--- config.mk ---
export PLATFORM = sky130hd
export DESIGN_NAME = lea_xor_stream
export DESIGN_NICKNAME = d
export VERILOG_FILES = /design/src/rtl/lea_xor_stream.sv
export SDC_FILE = /design/constraint.sdc
export NUM_CORES = 1
export LEC_CHECK = 0
export BUFFER_PORTS_ARGS = -buffer_cell sky130_fd_sc_hd__buf_2
export CAP_MARGIN = 20
export CORE_AREA = 2 2 175 177
export DETAILED_ROUTE_END_ITERATION = 8
export DIE_AREA = 0 0 177 179
export GPL_TIMING_DRIVEN = 0
export PLACE_DENSITY = 0.67
export REMOVE_ABC_BUFFERS = 1
export SYNTH_ARGS = -nofsm -noshare
export SYNTH_HDL_FRONTEND = slang
export SYNTH_SLANG_ARGS = --single-unit
--- constraint.sdc ---
create_clock -name clk -period 15.3 [get_ports clk]
set_clock_uncertainty 0.05 [all_clocks]
set_input_delay 0 -clock clk [delete_from_list [all_inputs] [get_ports clk]]
set_output_delay 0 -clock clk [all_outputs]
set_load 0.1 [all_outputs]
--- src/rtl/lea_xor_stream.sv ---
// LEA decrypt XOR stage: per-word block^key with optional key folding into the
// top word, registered into a DEPTH-entry FIFO on a valid/ready stream.
module lea_xor_stream #(
  parameter int unsigned WORD   = 32,
  parameter int unsigned NWORDS = 4,
  parameter int unsigned KWORDS = 6,
  parameter int unsigned DEPTH  = 2
) (
  input  logic                       clk,
  input  logic                       rst,
  input  logic                       InValid,
  output logic                       InReady,
  input  logic [NWORDS*WORD-1:0]     Din,
  input  logic [KWORDS*WORD-1:0]     RoundKey,
  input  logic                       Fold,
  output logic                       OutValid,
  input  logic                       OutReady,
  output logic [NWORDS*WORD-1:0]     Dout,
  output logic [$clog2(DEPTH):0]     Count
);

  localparam int unsigned BW  = NWORDS * WORD;
  localparam int unsigned PW  = $clog2(DEPTH);
  localparam int unsigned CW  = PW + 1;
  localparam int unsigned TOP = (NWORDS - 1) * WORD;
  localparam logic [CW-1:0] FULL = CW'(DEPTH);

  logic [BW-1:0]   mem_q [DEPTH];
  logic [PW-1:0]   wr_ptr_q, wr_ptr_d;
  logic [PW-1:0]   rd_ptr_q, rd_ptr_d;
  logic [CW-1:0]   count_q,  count_d;
  logic [WORD-1:0] fold_x;
  logic [BW-1:0]   result;
  logic            push, pop;

  // Low words and the top word's own key word come from one wide XOR; the
  // extra key words above NWORDS-1 are folded into the top word on demand.
  always_comb begin
    fold_x = '0;
    for (int unsigned k = NWORDS; k < KWORDS; k++) begin
      fold_x ^= RoundKey[k*WORD +: WORD];
    end
    result = Din ^ RoundKey[BW-1:0];
    if (Fold) begin
      result[TOP +: WORD] = result[TOP +: WORD] ^ fold_x;
    end
  end

  // OutReady reaches InReady combinationally so a full buffer can still take
  // a beat on the same edge it releases one.
  assign OutValid = (count_q != '0);
  assign InReady  = !rst && ((count_q < FULL) || OutReady);
  assign push     = InValid && InReady;
  assign pop      = OutValid && OutReady;
  assign Dout     = OutValid ? mem_q[rd_ptr_q] : '0;
  assign Count    = count_q;

  always_comb begin
    wr_ptr_d = wr_ptr_q;
    rd_ptr_d = rd_ptr_q;
    count_d  = count_q;
    if (push) wr_ptr_d = wr_ptr_q + PW'(1);
    if (pop)  rd_ptr_d = rd_ptr_q + PW'(1);
    case ({push, pop})
      2'b10:   count_d = count_q + CW'(1);
      2'b01:   count_d = count_q - CW'(1);
      default: count_d = count_q;
    endcase
  end

  always_ff @(posedge clk) begin
    if (rst) begin
      wr_ptr_q <= '0;
      rd_ptr_q <= '0;
      count_q  <= '0;
    end else begin
      wr_ptr_q <= wr_ptr_d;
      rd_ptr_q <= rd_ptr_d;
      count_q  <= count_d;
    end
  end

  always_ff @(posedge clk) begin
    if (push) mem_q[wr_ptr_q] <= result;
  end

endmodule

# == Yosys cells after proc, flatten, opt, wreduce, memory -nomap -nowiden ==
# Memory sizes are Yosys's and may differ from the RTL's. A register that Yosys moved wholly into a read port is not among the register bits.
# Index checks and enable logic that the tools add are counted.
# totals
regBits,4
mem_bits_rw,256
input_bits,325
elab_cells,28
mem_count,1
# op_classes
addsub,4
order_cmp,1
n_eq_ne,2
muxes,7
bitwise,3
n_reduce_logical,7
# mem_list
memory,depth,width,rd,rd_clocked_by_memory_dff,wr,line,text
mem_q,2,128,1,1,1,28,logic [BW-1:0] mem_q [DEPTH];
# op_table
operator,n
2-to-1 mux 128 bit,1
XOR 128 bit,1
XOR 32 bit,2
2-to-1 mux 32 bit,1
2-to-1 mux 1 bit,4
one-hot mux 2 bit (2 select lines),1
nonzero test 2 bit,2
logical AND 1 bit,3
"adder 1 bit, second input constant",2
"adder 2 x 1 -> 2 bit, second input constant",1
"== test 2 x 1 -> 1 bit, second input constant",1
"== test 2 bit, second input constant",1
"less-than comparator 2 bit, second input constant",1
"subtractor 2 x 1 -> 2 bit, second input constant",1
logical NOT 1 bit,1
logical OR 1 bit,1

# == Logic depth before layout (Yosys ltp) ==
# Gate-level depths: netlist (run 1).
# logic_depth
word_depth,6
depth_mapped,6

# == Worst setup path after synthesis (run 1) ==
# Ideal clock, no wire load.
# synth_path
path_kind,reg2reg
start,"register count_q[1], in the netlist Count[1]"
end,"memory mem_q[0][0] (netlist bit), enable pin"
setup_ns,0.617
arrival_ns,6.624
required_ns,14.633
setup_slack_ns,8.010
stages_incl_launch_ff,4
path_cell_list,dfxtp_1 nor2b_1 or3_1 nor2_1
# synth_between
elab_chain_cells,6
# synth_lines
item,line,text
"start, declared",31,"logic [CW-1:0] count_q, count_d;"
"start signal, assigned",79,count_q <= count_d;
less-than comparator 2 bit,52,assign InReady = !rst && ((count_q < FULL) || OutReady);
logical OR 1 bit,52,
logical AND 1 bit,52,
logical AND 1 bit,53,assign push = InValid && InReady;
2-to-1 mux 1 bit,84,if (push) mem_q[wr_ptr_q] <= result;
2-to-1 mux 1 bit (implied by the code),84,
"end, declared",28,
# Every way passes these cells.

# == Final worst setup path (run 1) ==
# layout_path
start,"register count_q[1], in the netlist Count[1]"
end,"memory mem_q[0][75] (netlist bit), enable pin"
# Same word-level chain as after synthesis.

==> results_dict.tcl, run 1 <==
set metrics [dict create \
    status "completed" \
    worstMarginPinSlew_ns 0.748 \
    grt_usage 0.187 \
    drt-initial-drc-count 324 \
    wl_mm 31.4 \
    cts_buffers 27 \
    yosysUniqueCellTypes 17 \
    fin_cells 1974 \
    p_per_area_nw_per_um2 181 \
    worst_ep_required_time_ns 15.46 \
    layout_common_cells "456 x buf_2, 294 x dlygate4sd3_1, 256 x edfxtp_1" \
    p_int_mw 1.62 \
    crit_buf_inv 2 \
    drive_gt1_frac 0.324 \
    crit_start "Count[1]" \
    antenna_found_initial 4 \
    gp_congestion 0.765 \
    pin_count 457 \
    setup_tns_ns 0 \
    critPathMaxStageDelay_ns 0.60 \
    seq_power_share 0.264 \
    combPwrFrac 0.539 \
    synth_area_um2 11700 \
    crit_chain "nor2b_1, or3_1, nor2_4, buf_12, buf_12" \
    vias_per_cell 4.56 \
    clock_tree.root_cell "clkbuf_16" \
    clockBufferDepth 3 \
    clk_pin_slew_ns 0.06 \
    criticalPathCategory "reg2reg" \
    maxSlewViolCount 0 \
    r2r_slack_ns 12.84 \
    cp.arrival_ns 2.62 \
    ys_warn_count 0 \
    dp_cells 1627 \
    hold_viol 0 \
    ctsHtreeMaxLevel 1 \
    power.total_mw 3.33 \
    hold_path.class "in2reg" \
    crit_cells 5 \
    final_nets 1880 \
    crit_path_end "mem_q[0][75]" \
    avgSynthCellArea_um2 14.7 \
    switchingPower_mw 1.70 \
    slew_headroom 0.500 \
    die_height_um 179 \
    cp_slowest_cell "nor2_4" \
    die_x_um 177 \
    clock.fmax_mhz 407 \
    ys_seq_elements 261 \
    rsz0062_at_grt "false" \
    cp-end-kind "flop" \
    clock-sinks 261 \
    grt_pass1_vias 9265 \
    finalSetupViolCount 0 \
    drc 0 \
    pwr-share-clk 0.196 \
    final_common_cell "buf_2" \
    num_rows 64 \
    min_period_ns 2.46 \
    rr_startpoint "Count[1]" \
    vias 9010 \
    cts_tree "done" \
    grt_max_degree 60 \
    area_growth_pct 57.4 \
    overflow 0 \
    cpMostUsedCell "buf_12" \
    critPathMaxFanout 31 \
    wire_per_inst_um 15.9 \
    hpwl_mm 18.9 \
    p_sw_frac 0.511 \
    rr_endpoint "mem_q[0][75]" \
    coreArea_um2 30000 \
    r2r_cells 5 \
    grt_pass1_wl_mm 46.1 \
    postSynthCellCount 795 \
    synth_seq_area_share 0.668 \
    vdd_drop_max_mv 0.117 \
    die-area_um2 31700 \
    start_kind "flop" \
    io_buffers 456 \
    critPathTopFamily "simple AND/OR/NAND/NOR gates" \
    initial_core_util 0.389 \
    cts_setup_buffers 0 \
    max-cap-violations 0 \
    cellLeakagePower_nw 7.56 \
    ant_nets 0 \
    period_share 0.161 \
    clk_latency_ns 0.53 \
    firstDrtPassIters 4 \
]
## state kept, by name, indices dropped and copies added (netlist names), named ones only
name      count
rd_ptr_q      1
mem_q       256
Count         2
wr_ptr_q      1
## power groups by stage
stage	clock network [mW]	logic, mW	registers [mW]
3_5_place_dp	0	1.69	0.895
4_1_cts	0.666	1.79	0.880
5_1_grt	0.697	1.86	0.884
2_1_floorplan	0	1.36	0.944
6_report	0.653	1.79	0.879
3_3_place_gp	0	1.73	0.952
## worst register-to-register path: cells and delay by family, from the launching register on
family	cells	cell delay, ns
buf+inv	2	0.55
flops	1	0.36
simple gates	3	1.16
## logic make-up (layout without fill, tap and decap cells)
family / count (synthesis) / count (layout) / synth area share
DFF: 261 / 261 / 0.668
xor gates and xnor gates: 195 / 195 / 0.146
and+or+nand+nor: 171 / 171 / 0.0561
muxes: 128 / 128 / 0.110
buffers and inverters: 34 / 813 / 0.0169
AOI/OAI and AO/OA: 5 / 5 / 0.00214
adders and majority gates: 1 / 1 / 0.00107
other: 0 / 4 / 0
## final cells by class
cell class | instances | area, µm²
clock inverter | 11 | 134
clock buffer | 38 | 747
timing repair buffer | 761 | 5480
inverter | 3 | 11.3
sequential | 261 | 7790
fill | 2200 | 11700
tap | 396 | 495
antenna | 4 | 10.0
multi-input combinational | 500 | 3700
## per-layer routing
metal,share of wire,track usage,routed length [µm],vias to the layer above
li1,-,-,-,4311
met5,0,0,0,-
met2,0.54,0.360,16900,372
met1,0.35,0.192,11100,4242
met3,0.071,0.0386,2230,85
met4,0.039,0.0864,1210,0
## stage by stage
step                 util  instance area, µm²  worst slack, ns  hold WS (ns)
CTS                 0.611               18400            12.82         0.193
finish              0.612               18400            12.84         0.209
floorplan               -               11500             8.01        0.0191
detailed placement  0.484               14500            12.84         0.197
global placement    0.475               14300             5.28         0.198
global route        0.612               18400            12.69         0.222
## cell usage after synthesis
cell type,number,area [µm²]
nor2b_1,1,6.26
xor2_1,162,1420
ha_1,1,12.5
inv_1,3,11.3
or3_1,3,18.8
buf_4,13,97.6
nand2_1,32,120
mux2i_1,128,1280
edfxtp_1,256,7690
dfxtp_1,5,100
buf_2,17,85.1
a21oi_1,2,10.0
and3_1,1,6.26
o21ai_0,3,15.0
nor2_1,134,503
clkbuf_1,1,3.75
xnor2_1,33,289
## how the worst min path moves through the flow
stage,start,endpoint,slack (ns),cells past startpoint
after floorplan,rst,Count[1],0.02,1
after global placement,rst,Count[1],0.20,2
after detailed placement,rst,flop,0.20,2
after CTS,rst,Count[1],0.19,3
after global routing,rst,Count[1],0.22,3
final,rst,Count[1],0.21,3
## repair_timing
action,CTS,global route
hold buffers,294,0
hold endpoints to repair,271,0
gates resized for setup,0,0
Power figures use the tool's default switching activity.
==> run 2, diff against run 1 <==
--- a/config.mk
+++ b/config.mk
@@ -5,13 +5,14 @@
 export SDC_FILE = /design/constraint.sdc
 export NUM_CORES = 1
 export LEC_CHECK = 0
+export ABC_AREA = 1
 export BUFFER_PORTS_ARGS = -buffer_cell sky130_fd_sc_hd__buf_2
 export CAP_MARGIN = 20
-export CORE_AREA = 2 2 175 177
+export CORE_AREA = 2 2 178 180
 export DETAILED_ROUTE_END_ITERATION = 8
-export DIE_AREA = 0 0 177 179
+export DIE_AREA = 0 0 180 182
 export GPL_TIMING_DRIVEN = 0
-export PLACE_DENSITY = 0.67
+export PLACE_DENSITY = 0.69
 export REMOVE_ABC_BUFFERS = 1
 export SYNTH_ARGS = -nofsm -noshare
 export SYNTH_HDL_FRONTEND = slang
==> constraint.sdc (replaced) <==
create_clock -name clk -period 2.45 [get_ports clk]
set_clock_uncertainty 0.05 [all_clocks]
set_input_delay 0 -clock clk [delete_from_list [all_inputs] [get_ports clk]]
set_output_delay 0 -clock clk [all_outputs]
set_load 0.1 [all_outputs]
==> run 2 against run 1 <==
  * The flow now finishes with violations (negative hold slack)
  * Die area is 3.4% higher
  * Final area up 9.3%
  * Synthesized cell count increased by 55%
==> results_dict.tcl, run 2 <==
set metrics [dict create \
    vias_per_cell 4.80 \
    avgSynthCellArea_um2 10.5 \
    yosysMostFrequentCell "nand2_1" \
    io_buffers 456 \
    cp.arrival_ns 2.66 \
    grt_usage 0.231 \
    max_flop_register "mem_q" \
    cellLeakagePower_nw 8.82 \
    cp_slowest_cell "dlygate4sd3_1" \
    drt-initial-drc-count 527 \
    clk_pin_slew_ns 0.06 \
    drc 0 \
    maxSlewViolCount 0 \
    fill_cells 2166 \
    layout_common_cells "435 x nand2_1, 389 x buf_2, 311 x dlygate4sd3_1" \
    p_int_mw 9.39 \
    min_period_ns 2.42 \
    coreArea_um2 31000 \
    die-area_um2 32800 \
    switchingPower_mw 6.33 \
    final_common_cell "nand2_1" \
    synth_seq_area_share 0.601 \
    start_kind "primary input" \
    antenna_found_initial 1 \
    largest_reg_flops 256 \
    grt_pass1_vias 12183 \
    final_nets 2330 \
    ant_nets 0 \
    clock.fmax_mhz 414 \
    yosysUniqueCellTypes 18 \
    crit_chain "dlygate4sd3_1, buf_2, xor2_1, dlygate4sd3_1, nand2_1, dlygate4sd3_1, nand2_1, dlygate4sd3_1, inv_1" \
    cts_tree "done" \
    wire_per_inst_um 16.2 \
    die_height_um 182 \
    ys_top_cells_by_area "edfxtp_1 59%, nand2_1 13%, xor2_1 7.9%, a21oi_2 6.8%, inv_1 3.1%" \
    postSynthCellCount 1230 \
    gp_congestion 0.818 \
    finalSetupViolCount 0 \
    grt_max_degree 86 \
    worstMarginPinSlew_ns 1.01 \
    setup_slack_ns 0.0347 \
    synth_ff_type "edfxtp_1" \
    post-place-ws_ns -0.337 \
    crit_buf_inv 6 \
    hold-worst-slack_ns -0.0690 \
    synth_enable_flop_cells 256 \
    period_share 0.986 \
    area_growth_pct 54.9 \
    max-cap-violations 0 \
    setup_tns_ns 0 \
    synth_top_area_frac 0.593 \
    grt_pass1_wl_mm 60.8 \
    status "finished with violations" \
    netlist_top_cells_count "435 x nand2_1, 256 x edfxtp_1, 117 x xor2_1" \
    pwr-share-clk 0.260 \
    combPwrFrac 0.403 \
    violations "negative hold slack" \
    hold_viol 2 \
    critPathTopFamily "buffers and inverters" \
    vias 11644 \
    cpMostUsedCell "dlygate4sd3_1" \
    yosys.area.top_type "edfxtp_1" \
    ctsHtreeMaxLevel 1 \
    worst_ep_required_time_ns 2.69 \
    cp-end-kind "flop" \
    drive_gt1_frac 0.309 \
    rsz0062_at_grt "false" \
    initial_core_util 0.418 \
    criticalPathCategory "in2reg" \
    hold_path.class "in2reg" \
    ys_seq_elements 261 \
    clock_tree.root_cell "clkbuf_16" \
    pin_count 457 \
    vdd_drop_max_mv 0.568 \
    p_per_area_nw_per_um2 783 \
    synth_area_um2 13000 \
    wl_mm 39.3 \
    firstDrtPassIters 5 \
    overflow 0 \
    seq_power_share 0.337 \
    clock-sinks 261 \
    critPathMaxStageDelay_ns 0.58 \
    clk_latency_ns 0.52 \
    die_x_um 180 \
    cts_buffers 28 \
    async_reset_ff_frac 0 \
    num_rows 65 \
    slew_headroom 0.327 \
    p_sw_frac 0.402 \
    ys_warn_count 0 \
    clockBufferDepth 3 \
    critPathMaxFanout 2 \
    hpwl_mm 21.9 \
]
## run 2: final timing paths
kind	cells past startpoint	slack (ns)	from	to
hold reg to reg	2	0.46	rd_ptr_q	flop
setup reg to reg	6	0.12	Count[1]	wr_ptr_q
setup / recovery	9	0.03	RoundKey[112]	mem_q[1][112]
hold / removal	7	-0.07	RoundKey[171]	mem_q[0][107]
## run 2: kinds of logic after synthesis
| logic type | synth area share |
|---|---|
| AND/OR/NAND/NOR | 0.161 |
| flip-flops | 0.601 |
| buffers and inverters | 0.0569 |
| XOR/XNOR | 0.101 |
| AO/OA/AOI/OAI | 0.0796 |
| adder cells (fa/ha/maj) | 0.000965 |
## run 2: cell type report
class	instances	area (µm²)	share of cell area
well taps	402	503	0.0251
inverters	106	419	0.0209
flip-flops and latches	261	7790	0.388
clock buffers	32	737	0.0367
multi-input cells	817	4450	0.222
clock inverters	16	153	0.00760
repair inverters	1	8.76	0.000436
repair buffers	789	6010	0.299
diodes	1	2.50	0.000125
## run 2: worst register-to-register path, cell delays in order, from the launching register on
cell and delay (ns):
dfxtp_1 0.56, nand2_1 0.14, nand4_1 0.19, nand2_1 0.08, dlygate4sd3_1 0.57, nor2_1 0.11, dlygate4sd3_1 0.56
## run 2: per-stage QoR
| step | hold slack [ns] | cells | total power [mW] | area, µm² | utilization |
|---|---|---|---|---|---|
| 6_report | -0.0690 | 2425 | 15.7 | 20100 | 0.648 |
| 5_1_grt | 0.00282 | 2425 | 16.3 | 20100 | 0.648 |
| 4_1_cts | 0.0353 | 2433 | 15.7 | 20200 | 0.651 |
| 3_5_place_dp | 0.278 | 2052 | 10.8 | 15700 | 0.507 |
| 3_3_place_gp | 0.271 | 2040 | 10.8 | 15400 | 0.497 |
| 2_1_floorplan | 0.151 | 1182 | 9.52 | 12600 | - |
## run 2: what timing repair did
item / in CTS / in global routing
hold buffers: 326 / 1
gates cloned: 5 / 0
setup endpoints to repair: 149 / 105
pin swaps: 2 / 3
buffers inserted: 2 / 6
resized for setup: 75 / 5
hold endpoints to repair: 261 / 2
## run 2: power groups by stage
stage / combinational, mW / sequential [mW] / clock [mW]
after floorplan: 4.04 / 5.47 / 0
after global placement: 5.27 / 5.51 / 0
after detailed placement: 5.38 / 5.41 / 0
after CTS: 6.27 / 5.30 / 4.18
after global routing: 6.61 / 5.31 / 4.36
final: 6.33 / 5.30 / 4.10
## run 2: per-layer routing
metal / part of all wire / vias to the layer above / track usage
met1: 0.36 / 5457 / 0.247
met4: 0.040 / 0 / 0.0969
met5: 0 / - / 0
met3: 0.069 / 122 / 0.0437
li1: - / 5554 / -
met2: 0.53 / 511 / 0.442
==> run 3, diff against run 2 <==
--- a/config.mk
+++ b/config.mk
@@ -13,6 +13,7 @@
 export DIE_AREA = 0 0 180 182
 export GPL_TIMING_DRIVEN = 0
 export PLACE_DENSITY = 0.69
+export RECOVER_POWER = 100
 export REMOVE_ABC_BUFFERS = 1
 export SYNTH_ARGS = -nofsm -noshare
 export SYNTH_HDL_FRONTEND = slang
==> run 3 against run 2 <==
  * The run still ends with negative hold slack left
  * Power down 0.42%
  * Non-clock buffer count is the same
  * Flip-flop and latch count did not move
  * Wire length fell by 0.31%
  * Via count rose by 0.14%
  * Critical path depth stayed put
  * Critical path type unchanged
  * Critical endpoint unchanged
==> results_dict.tcl, run 3 (synthesis gave the netlist of run 2 again) <==
set metrics [dict create \
    utilization 0.643 \
    cts_buffers 28 \
    initial_core_util 0.418 \
    hpwl_mm 21.9 \
    ctsHtreeMaxLevel 1 \
    antenna_found_initial 1 \
    cp.arrival_ns 2.66 \
    critPathMaxStageDelay_ns 0.58 \
    regArea_um2 7790 \
    hold_path.class "in2reg" \
    firstDrtPassIters 5 \
    cp_slowest_cell "dlygate4sd3_1" \
    slew_headroom 0.185 \
    max-cap-violations 0 \
    maxSlewViolCount 0 \
    grt_pass1_vias 12183 \
    grt_pass1_wl_mm 60.8 \
    cts_tree "done" \
    clock-sinks 261 \
    start_kind "primary input" \
    grt_max_degree 86 \
    hold_depth 7 \
    gp_congestion 0.818 \
    finalSetupViolCount 0 \
    die-area_um2 32800 \
    critPathMaxFanout 2 \
    status "finished with violations" \
    p_per_area_nw_per_um2 786 \
    vias 11660 \
    period_share 0.986 \
    min_period_ns 2.41 \
    crit_chain "dlygate4sd3_1, clkbuf_2, xor2_1, dlygate4sd3_1, nand2_1, dlygate4sd3_1, nand2_1, dlygate4sd3_1, inv_1" \
    grt_usage 0.231 \
    coreArea_um2 31000 \
    max_flop_register "mem_q" \
    fill_cells 2221 \
    largest_reg_flops 256 \
    layout_common_cells "435 x nand2_1, 311 x dlygate4sd3_1, 271 x buf_2" \
    cellLeakagePower_nw 8.60 \
    drc 0 \
    worstMarginPinSlew_ns 1.23 \
    final_common_cell "nand2_1" \
    vdd_drop_max_mv 0.569 \
    area_growth_pct 53.8 \
    worst_ep_required_time_ns 2.69 \
    clock_tree.root_cell "clkbuf_16" \
    clockBufferDepth 3 \
    ant_nets 0 \
    wl_mm 39.1 \
    clk_pin_slew_ns 0.06 \
    violations "negative hold slack" \
    clk_latency_ns 0.52 \
    dp_cells 2052 \
    hold-worst-slack_ns -0.0714 \
    vias_per_cell 4.81 \
    overflow 0 \
    hold_viol 2 \
    num_rows 65 \
    fin_cells 2425 \
    drt-initial-drc-count 489 \
    multi_input_area_um2 4450 \
    drive_gt1_frac 0.286 \
    wire_per_inst_um 16.1 \
    r2r_cells 6 \
    rsz0062_at_grt "false" \
    criticalPathCategory "in2reg" \
    clock.fmax_mhz 414 \
    die_height_um 182 \
    io_buffers 456 \
    final_nets 2330 \
    die_x_um 180 \
    cp-end-kind "flop" \
    pin_count 457 \
    cpMostUsedCell "dlygate4sd3_1" \
]
-- run 3: cell types whose count changed in the layout (fill, tap and decap cells not counted), sizes merged --
cell,before,now
clkbuf,35,214
buf,474,295
-- run 3: per-layer routing --
metal | routed length (µm) | share of wire | track usage
met3 | 2600 | 0.066 | 0.0437
met1 | 14000 | 0.36 | 0.247
met2 | 20900 | 0.53 | 0.442
met5 | 0 | 0 | 0
met4 | 1610 | 0.041 | 0.0969
-- run 3: through the flow --
| step | setup TNS, ns | total power, mW | setup WS, ns | cell area, µm² |
|---|---|---|---|---|
| after CTS | 0 | 15.7 | 0.00609 | 20200 |
| after floorplan | -1172.77 | 9.52 | -4.59 | 12600 |
| after detailed placement | -15.33 | 10.8 | -0.337 | 15700 |
| final | 0 | 15.7 | 0.0353 | 19900 |
| after global placement | -2407.29 | 10.8 | -8.49 | 15400 |
| after global routing | 0 | 16.2 | 0.000567 | 19900 |
-- run 3: critical path, delay by kind of cell --
kind          cells  cell delay, ns
buf+inv           6            2.40
xor+xnor          1            0.14
simple gates      2            0.12
-- run 3: where the power goes --
group	switching (mW)	leakage [nW]	internal, mW
logic	4.59	5.77	1.66
registers	0.0808	2.39	5.22
clock network	1.66	0.433	2.44
-- run 3: layout make-up --
cell class / instances / area share
Sequential cell: 261 / 0.391
Timing Repair Buffer: 789 / 0.294
Multi-Input combinational cell: 817 / 0.223
Clock buffer: 32 / 0.0370
Tap cell: 402 / 0.0252
Inverter: 106 / 0.0210
Clock inverter: 16 / 0.00766
Timing Repair inverter: 1 / 0.000440
Antenna cell: 1 / 0.000126
-- run 3: path summary, 6_finish.rpt --
kind / from / to / slack [ns]
min: RoundKey[171] / mem_q[0][107] / -0.07
min reg2reg: rd_ptr_q / flop / 0.46
max: RoundKey[112] / mem_q[1][112] / 0.04
max reg2reg: Count[1] / wr_ptr_q / 0.11
-- run 3: timing repair --
action,in CTS,in global routing
setup buffers,2,6
hold buffers,326,1
cloned,5,0
gates resized for setup,75,5
endpoints found under the setup margin,149,105
endpoints found under the hold margin,261,2
pin swaps,2,3
